<file path="config.mk">
export PLATFORM = sky130hd
export DESIGN_NAME = pipe_hazard_ctrl_flat
export DESIGN_NICKNAME = d
export VERILOG_FILES = /design/src/rtl/pipe_hazard_ctrl_if.sv /design/src/rtl/pipe_hazard_ctrl.sv /design/src/flat_wrapper.sv
export SDC_FILE = /design/constraint.sdc
export NUM_CORES = 1
export LEC_CHECK = 0
export BUFFER_PORTS_ARGS = -buffer_cell sky130_fd_sc_hd__buf_2
export CORE_AREA = 2 2 61 63
export DETAILED_ROUTE_END_ITERATION = 12
export DIE_AREA = 0 0 63 65
export GPL_TIMING_DRIVEN = 0
export PLACE_DENSITY = 0.72
export SLEW_MARGIN = 20
export SYNTH_ARGS = -nofsm -noshare
export SYNTH_HDL_FRONTEND = slang
export SYNTH_SLANG_ARGS = --single-unit
</file>
<file path="constraint.sdc">
create_clock -name clk -period 1.8 [get_ports clk]
set_input_delay 0.27 -clock clk [delete_from_list [all_inputs] [get_ports clk]]
set_output_delay 0.27 -clock clk [all_outputs]
set_load 0.05 [all_outputs]
</file>
<file path="src/rtl/pipe_hazard_ctrl_if.sv">
// Hazard-control bundle between the pipeline datapath and the stall/flush sequencer.
// The master side supplies stage status; the slave side returns hold/flush controls.
interface pipe_hazard_ctrl_if;
  logic       im_wait;
  logic       dm_wait;
  logic [4:0] id_rs1;
  logic [4:0] id_rs2;
  logic       id_use_rs1;
  logic       id_use_rs2;
  logic [4:0] exe_rd;
  logic       exe_mem_read;
  logic       exe_branch_taken;
  logic       pc_hold;
  logic       if_id_hold;
  logic       if_id_flush;
  logic       id_exe_hold;
  logic       id_exe_flush;
  logic       waiting;

  modport master (
    output im_wait, dm_wait, id_rs1, id_rs2, id_use_rs1, id_use_rs2,
           exe_rd, exe_mem_read, exe_branch_taken,
    input  pc_hold, if_id_hold, if_id_flush, id_exe_hold, id_exe_flush, waiting
  );

  modport slave (
    input  im_wait, dm_wait, id_rs1, id_rs2, id_use_rs1, id_use_rs2,
           exe_rd, exe_mem_read, exe_branch_taken,
    output pc_hold, if_id_hold, if_id_flush, id_exe_hold, id_exe_flush, waiting
  );
endinterface

</file>
<file path="src/rtl/pipe_hazard_ctrl.sv">
// Stall/flush sequencer for the 5-stage pipeline: memory-wait freeze beats branch flush,
// which beats the load-use bubble. Also keeps a saturating stall counter and timeout flag.
module pipe_hazard_ctrl #(
  parameter int unsigned CNT_W   = 16,
  parameter int unsigned TIMEOUT = 1023
) (
  input  logic                 clk,
  input  logic                 rst,
  pipe_hazard_ctrl_if.slave    hz,
  output logic [CNT_W-1:0]     stall_cnt,
  output logic                 timeout_err
);

  localparam int unsigned FRZ_W = (TIMEOUT > 0) ? $clog2(TIMEOUT + 1) : 1;

  typedef enum logic {StRun, StFreeze} state_e;

  state_e             state_q, state_d;
  logic               flush_pending_q, flush_pending_d;
  logic [FRZ_W-1:0]   frz_cnt_q, frz_cnt_d;
  logic [CNT_W-1:0]   stall_cnt_q, stall_cnt_d;
  logic               timeout_q, timeout_d;

  logic freeze, load_use, br;

  assign freeze   = hz.im_wait | hz.dm_wait;
  assign load_use = hz.exe_mem_read && (hz.exe_rd != 5'd0) &&
                    ((hz.id_use_rs1 && (hz.id_rs1 == hz.exe_rd)) ||
                     (hz.id_use_rs2 && (hz.id_rs2 == hz.exe_rd)));
  assign br       = hz.exe_branch_taken | flush_pending_q;

  // Controls are forced low while reset is asserted, not just after the next edge.
  always_comb begin
    hz.pc_hold      = 1'b0;
    hz.if_id_hold   = 1'b0;
    hz.if_id_flush  = 1'b0;
    hz.id_exe_hold  = 1'b0;
    hz.id_exe_flush = 1'b0;
    hz.waiting      = 1'b0;
    if (rst) begin
      if (freeze) begin
        hz.pc_hold     = 1'b1;
        hz.if_id_hold  = 1'b1;
        hz.id_exe_hold = 1'b1;
        hz.waiting     = 1'b1;
      end else if (br) begin
        hz.if_id_flush  = 1'b1;
        hz.id_exe_flush = 1'b1;
      end else if (load_use) begin
        hz.pc_hold      = 1'b1;
        hz.if_id_hold   = 1'b1;
        hz.id_exe_flush = 1'b1;
      end
    end
  end

  always_comb begin
    state_d = state_q;
    unique case (state_q)
      StRun:    if (freeze)  state_d = StFreeze;
      StFreeze: if (!freeze) state_d = StRun;
      default:  state_d = StRun;
    endcase

    // A branch resolved under a freeze is remembered and flushed on the release cycle.
    flush_pending_d = freeze ? (flush_pending_q | hz.exe_branch_taken) : 1'b0;

    frz_cnt_d = '0;
    if (TIMEOUT != 0 && state_d == StFreeze) begin
      frz_cnt_d = (frz_cnt_q == FRZ_W'(TIMEOUT)) ? frz_cnt_q : frz_cnt_q + FRZ_W'(1);
    end
    timeout_d = timeout_q | ((TIMEOUT != 0) && (frz_cnt_d == FRZ_W'(TIMEOUT)));

    stall_cnt_d = stall_cnt_q;
    if ((freeze || (load_use && !br)) && (stall_cnt_q != {CNT_W{1'b1}})) begin
      stall_cnt_d = stall_cnt_q + CNT_W'(1);
    end
  end

  always_ff @(posedge clk or negedge rst) begin
    if (!rst) begin
      state_q         <= StRun;
      flush_pending_q <= 1'b0;
      frz_cnt_q       <= '0;
      stall_cnt_q     <= '0;
      timeout_q       <= 1'b0;
    end else begin
      state_q         <= state_d;
      flush_pending_q <= flush_pending_d;
      frz_cnt_q       <= frz_cnt_d;
      stall_cnt_q     <= stall_cnt_d;
      timeout_q       <= timeout_d;
    end
  end

  assign stall_cnt   = stall_cnt_q;
  assign timeout_err = timeout_q;

endmodule

</file>
<file path="src/flat_wrapper.sv">
// flat-port wrapper written by rule: the top's interface ports become plain ports
module pipe_hazard_ctrl_flat 
#(
  parameter int unsigned CNT_W   = 16,
  parameter int unsigned TIMEOUT = 1023
)
  (clk, rst, stall_cnt, timeout_err, hz_im_wait, hz_dm_wait, hz_id_rs1, hz_id_rs2, hz_id_use_rs1, hz_id_use_rs2, hz_exe_rd, hz_exe_mem_read, hz_exe_branch_taken, hz_pc_hold, hz_if_id_hold, hz_if_id_flush, hz_id_exe_hold, hz_id_exe_flush, hz_waiting);
  pipe_hazard_ctrl_if hz_i ();
  input  logic clk;
  input  logic rst;
  output logic [CNT_W-1:0] stall_cnt;
  output logic timeout_err;
  input wire logic [$bits(hz_i.im_wait)-1:0] hz_im_wait;
  input wire logic [$bits(hz_i.dm_wait)-1:0] hz_dm_wait;
  input wire logic [$bits(hz_i.id_rs1)-1:0] hz_id_rs1;
  input wire logic [$bits(hz_i.id_rs2)-1:0] hz_id_rs2;
  input wire logic [$bits(hz_i.id_use_rs1)-1:0] hz_id_use_rs1;
  input wire logic [$bits(hz_i.id_use_rs2)-1:0] hz_id_use_rs2;
  input wire logic [$bits(hz_i.exe_rd)-1:0] hz_exe_rd;
  input wire logic [$bits(hz_i.exe_mem_read)-1:0] hz_exe_mem_read;
  input wire logic [$bits(hz_i.exe_branch_taken)-1:0] hz_exe_branch_taken;
  output wire logic [$bits(hz_i.pc_hold)-1:0] hz_pc_hold;
  output wire logic [$bits(hz_i.if_id_hold)-1:0] hz_if_id_hold;
  output wire logic [$bits(hz_i.if_id_flush)-1:0] hz_if_id_flush;
  output wire logic [$bits(hz_i.id_exe_hold)-1:0] hz_id_exe_hold;
  output wire logic [$bits(hz_i.id_exe_flush)-1:0] hz_id_exe_flush;
  output wire logic [$bits(hz_i.waiting)-1:0] hz_waiting;
  assign hz_i.im_wait = hz_im_wait;
  assign hz_i.dm_wait = hz_dm_wait;
  assign hz_i.id_rs1 = hz_id_rs1;
  assign hz_i.id_rs2 = hz_id_rs2;
  assign hz_i.id_use_rs1 = hz_id_use_rs1;
  assign hz_i.id_use_rs2 = hz_id_use_rs2;
  assign hz_i.exe_rd = hz_exe_rd;
  assign hz_i.exe_mem_read = hz_exe_mem_read;
  assign hz_i.exe_branch_taken = hz_exe_branch_taken;
  assign hz_pc_hold = hz_i.pc_hold;
  assign hz_if_id_hold = hz_i.if_id_hold;
  assign hz_if_id_flush = hz_i.if_id_flush;
  assign hz_id_exe_hold = hz_i.id_exe_hold;
  assign hz_id_exe_flush = hz_i.id_exe_flush;
  assign hz_waiting = hz_i.waiting;
  pipe_hazard_ctrl #(.CNT_W(CNT_W), .TIMEOUT(TIMEOUT)) u_core (.clk(clk), .rst(rst), .hz(hz_i), .stall_cnt(stall_cnt), .timeout_err(timeout_err));
endmodule
</file>
### Word-level counts from Yosys, hierarchy flattened

Index checks and enable logic that the tools add are counted.

* latch bits: 0
* output and inout port bits: 23
* bits in writable memories: 0
* memories kept: 0
* register bits after elaboration: 28
* memory bits (read-only): 0
* input bits: 23

* equal/unequal tests: 5
* $add $sub $neg: 2
* multiply operators: 0
* shift-type cells: 0
* order comparisons: 0
* reductions and logical operators: 10
* mux-type cells: 15
* divide/modulo/power cells: 0
* bitwise operators: 3

Operator list (number)
* $eq A10 B10 Y1 const B: 2
* $mux W10: 2
* $add A16 B1 Y16 const B: 1
* $ne A16 B16 Y1 const B: 1
* $mux W1: 13
* $add A10 B1 Y10 const B: 1
* $eq A5 B5 Y1: 2
* $logic_and A1 B1 Y1: 6
* $reduce_bool A5 Y1: 1
* $or A1 B1 Y1: 3
* $logic_or A1 B1 Y1: 2
* $logic_not A1 Y1: 1

### Longest topological paths before layout

* depth in word-level cells: 8
* mapped depth: 8
* mapped depth without buffers: 7

### Worst setup path before layout

No wires, ideal clock.

* path type: input -> output
* start: input hz_exe_rd[1]
* end: output hz_pc_hold
* cell stages on the path: 6
* data required time: 1530 ps
* arrival time: 2033 ps
* path slack: -503 ps
* cells stage by stage: xnor2_1 nand4_1 o22ai_1 a311oi_4 nor2b_1 buf_4

* word-level cells in the longest chain between the ends: 8
* elaborated cells on any way between the ends: 12

Ends and longest elaborated chain
* start, declared: line flat_wrapper.sv:19 `input wire logic [$bits(hz_i.exe_rd)-1:0] hz_exe_rd;`
* $eq A5 B5 Y1, on equally long branches: line pipe_hazard_ctrl.sv:28, pipe_hazard_ctrl.sv:29
* $logic_and A1 B1 Y1, on equally long branches: line pipe_hazard_ctrl.sv:28, pipe_hazard_ctrl.sv:29
* $logic_or A1 B1 Y1: line pipe_hazard_ctrl.sv:28 `((hz.id_use_rs1 && (hz.id_rs1 == hz.exe_rd)) ||`
* $logic_and A1 B1 Y1 *: line pipe_hazard_ctrl.sv:27 `assign load_use = hz.exe_mem_read && (hz.exe_rd != 5'd0) &&`
* $mux W1 * (4 in series)
* end, declared: line flat_wrapper.sv:22 `output wire logic [$bits(hz_i.pc_hold)-1:0] hz_pc_hold;`

Mark *: on every way between the ends. The rest lies on a longest branch, timed or not.

### Worst setup path after layout

* start: input hz_exe_rd[3]
* end: output hz_pc_hold

* word-level cells in the longest chain between the ends: 8
* elaborated cells on any way between the ends: 12

Ends and longest elaborated chain
* $eq A5 B5 Y1, on equally long branches: line pipe_hazard_ctrl.sv:28, pipe_hazard_ctrl.sv:29
* $logic_and A1 B1 Y1, on equally long branches: line pipe_hazard_ctrl.sv:28, pipe_hazard_ctrl.sv:29
* $logic_or A1 B1 Y1: line pipe_hazard_ctrl.sv:28
* $logic_and A1 B1 Y1 *: line pipe_hazard_ctrl.sv:27
* $mux W1 *: line pipe_hazard_ctrl.sv:49 `end else if (load_use) begin`
* $mux W1 *: line pipe_hazard_ctrl.sv:46 `end else if (br) begin`
* $mux W1 *: line pipe_hazard_ctrl.sv:41 `if (freeze) begin`
* $mux W1 *: line pipe_hazard_ctrl.sv:40 `if (rst) begin`

Marked as above.

==> run metrics <==
DRC Markers=0; number of core rows=22; Initial DRC Count=93; clock tree from TritonCTS=yes; Critical Path RT=between 1.5 and 2 ns; vias in the first global route=1258; Overflow after GRT=0; proportion of synthesized flip-flops having asynchronous set or reset=100.0%; most common flop cell mapped by yosys=sky130_fd_sc_hd__dfrtp_1; run status=finished, violations left; wire length of the first global-routing pass=5.685 mm; via count=1408; EDFF count, synth=0; class of the most critical setup path=input pin to primary output; Antenna diodes=0; Avg Cell Area, Syn=slightly below 10 um2; gp weighted congestion=0.8550; clock sink count=28; CTS root buffer=sky130_fd_sc_hd__clkbuf_4; post-detailed-route count of antenna-violating nets=0; crit share post-route=112.2%; Hold/Removal Path Class=input pin to flop; unrepaired setup endpoints after global routing=yes; min setup slack post-route=-0.2192 ns; slew at the pin closest to its max-slew limit=0.3284 ns; clk_lat worst skew=about 0.33 ns; Die W=63 um; Fin. Hold Viols=0; number of buffers inserted by port buffering=45; share of the yosys chip area belonging to registers=between 40% and 50%; via/cell ratio=5.313; starting utilization of the core area=43.95%; register bit count reported by yosys=28; number of nets in the layout=243; number of levels in the clock H-tree=1; HPWL after DPL=2.395 mm; # setup viols final=7; floorplan die height=65 um; fraction of final layout cells with drive strength greater than 1=45.16%; number of detailed-routing iterations run before antenna repair=4; max-capacitance violation count=0; Arr. time, crit path=roughly 1.8 ns; CP Max Fanout=2; violated checks=setup timing; yosys synthesis warning count=0; Final Instance Area=about 2200 um2; shortest clock period the worst path allows after layout=~2.0 ns; antenna violations before repair=0; # IOs=46; Worst Setup Slack post-DPL=-0.4466 ns; most frequent standard cell in the layout excluding fill and tap cells=sky130_fd_sc_hd__buf_2; relative slew slack=77.94%; Core Footprint=3496 um2; GRT Overall Usage=17.32%; total clock buffers created by CTS=3; clk_skew=0.003466 ns; clk buf depth=2; highest clock rate=495.2 MHz; power per cell area=947.2 nW/um2; WL final=3.634 mm; cells after synthesis=156; largest net degree at the start of global routing=29; distinct cell type count of the synthesized netlist=33; post-synthesis net count=~180; sort of element at the start of the critical path=input pin; leading cell types in the layout, fill and taps excluded=40 x sky130_fd_sc_hd__buf_2, 23 x sky130_fd_sc_hd__dfrtp_1, 19 x sky130_fd_sc_hd__xnor2_1; die outline area=a little over 4000 um2; placed inst area=1866 um2; clock transition at the register clock pins on the worst setup and hold paths after CTS=0.15 ns; area grow syn2layout=41.29%; static leakage=~0.99 nW; cell area after synthesis=about 1500 um2; max-slew violation total from the final report=0; critical path endpoint category=primary output; worst supply voltage drop on vdd=roughly 0.51 mV; average wire per cell in the routed design=13.71 um
-- synthesized netlist by cell type, drive strengths merged, types with 2 or more instances --
master | instances | area, um2
nor2b | 3 | 18.77
nor2 | 16 | 62.56
o21ai | 3 | 15.01
mux2i | 2 | 20.02
dfrtp | 28 | 700.7
ha | 2 | 25.02
xnor2 | 23 | 201.4
nor3 | 4 | 20.02
o22ai | 3 | 18.77
nand4 | 14 | 87.58
a31oi | 2 | 12.51
nand2 | 18 | 67.56
a21oi | 4 | 20.02
and3 | 5 | 31.28
nand3 | 8 | 40.04
and4 | 2 | 17.52
xor2 | 2 | 17.52
mux2 | 2 | 22.52
buf | 3 | 26.27
-- layer usage --
layer	global-route usage, %	share of wire [%]	vias to the layer above
met3	2.083	3.4	6
li1	-	-	686
met4	3.889	1.1	0
met1	22.36	44	679
met5	0	0	-
met2	30.98	52	37
-- layout make-up --
class	count	area (um2)
Fill cell	295	1325
Multi-Input combinational cell	123	955.9
Sequential cell	28	706.9
Timing Repair Buffer	57	372.9
Tap cell	48	60.06
Clock buffer	4	36.28
Buffer	4	35.03
Inverter	1	3.754
-- through the flow --
step                power (mW)  setup TNS (ns)  hold WS [ns]  cells  utilization [%]
floorplan                1.452          -1.396      -0.02559    156                -
global placement         1.641          -5.872        0.3325    249            53.36
detailed placement       1.652          -6.174        0.3382    249            53.36
CTS                      1.986         -0.9348        0.1998    258            57.87
global route             2.165          -1.510        0.2523    265            62.10
finish                   2.056         -0.4613        0.2151    265            62.10
-- registers in the layout, indices dropped and copies added, names as in the netlist --
register / count
u_core.frz_cnt_q: 10
u_core.timeout_err: 1
u_core.flush_pending_q: 1
u_core.stall_cnt: 16
-- where the power goes --
| group | internal [mW] | switching, mW |
|---|---|---|
| clock | 0.124 | 0.187 |
| sequential | 0.753 | 0.151 |
| combinational | 0.309 | 0.531 |
-- critical path: stages --
cell and delay (ns):
sky130_fd_sc_hd__buf_8 0.09, sky130_fd_sc_hd__or4_4 0.51, sky130_fd_sc_hd__o21a_1 0.22, sky130_fd_sc_hd__a311oi_4 0.32, sky130_fd_sc_hd__nor2b_4 0.07, sky130_fd_sc_hd__buf_6 0.12, sky130_fd_sc_hd__buf_8 0.14
-- what timing repair did --
| action | 4_1_cts | 5_1_grt |
|---|---|---|
| hold buffers | 2 | 0 |
| endpoints found under the hold margin | 28 | 0 |
| buffers inserted | 3 | 6 |
| gates cloned | 0 | 1 |
| pin swaps | 4 | 15 |
| gates resized for setup | 18 | 22 |
| setup endpoints to repair | 10 | 20 |
-- logic make-up after synthesis --
group	synth area share (%)
xor+xnor	14.25
flops	45.60
compound gates	7.737
simple gates	25.81
fa+ha+maj	1.628
mux	2.769
buf+inv	2.198
-- final timing paths --
path,slack (ns),from,depth (start not counted),to
worst min-delay path,0.22,hz_exe_branch_taken,3,u_core.flush_pending_q
min in group asynchronous,0.47,rst,3,u_core.stall_cnt[7]
max in group asynchronous,1.16,rst,3,u_core.stall_cnt[2]
worst min register to register,0.49,u_core.timeout_err,1,u_core.timeout_err
worst max register to register,-0.02,u_core.stall_cnt[3],8,u_core.stall_cnt[6]
worst max-delay path,-0.22,hz_exe_rd[3],7,hz_pc_hold
(Power assumes the default switching activity.)
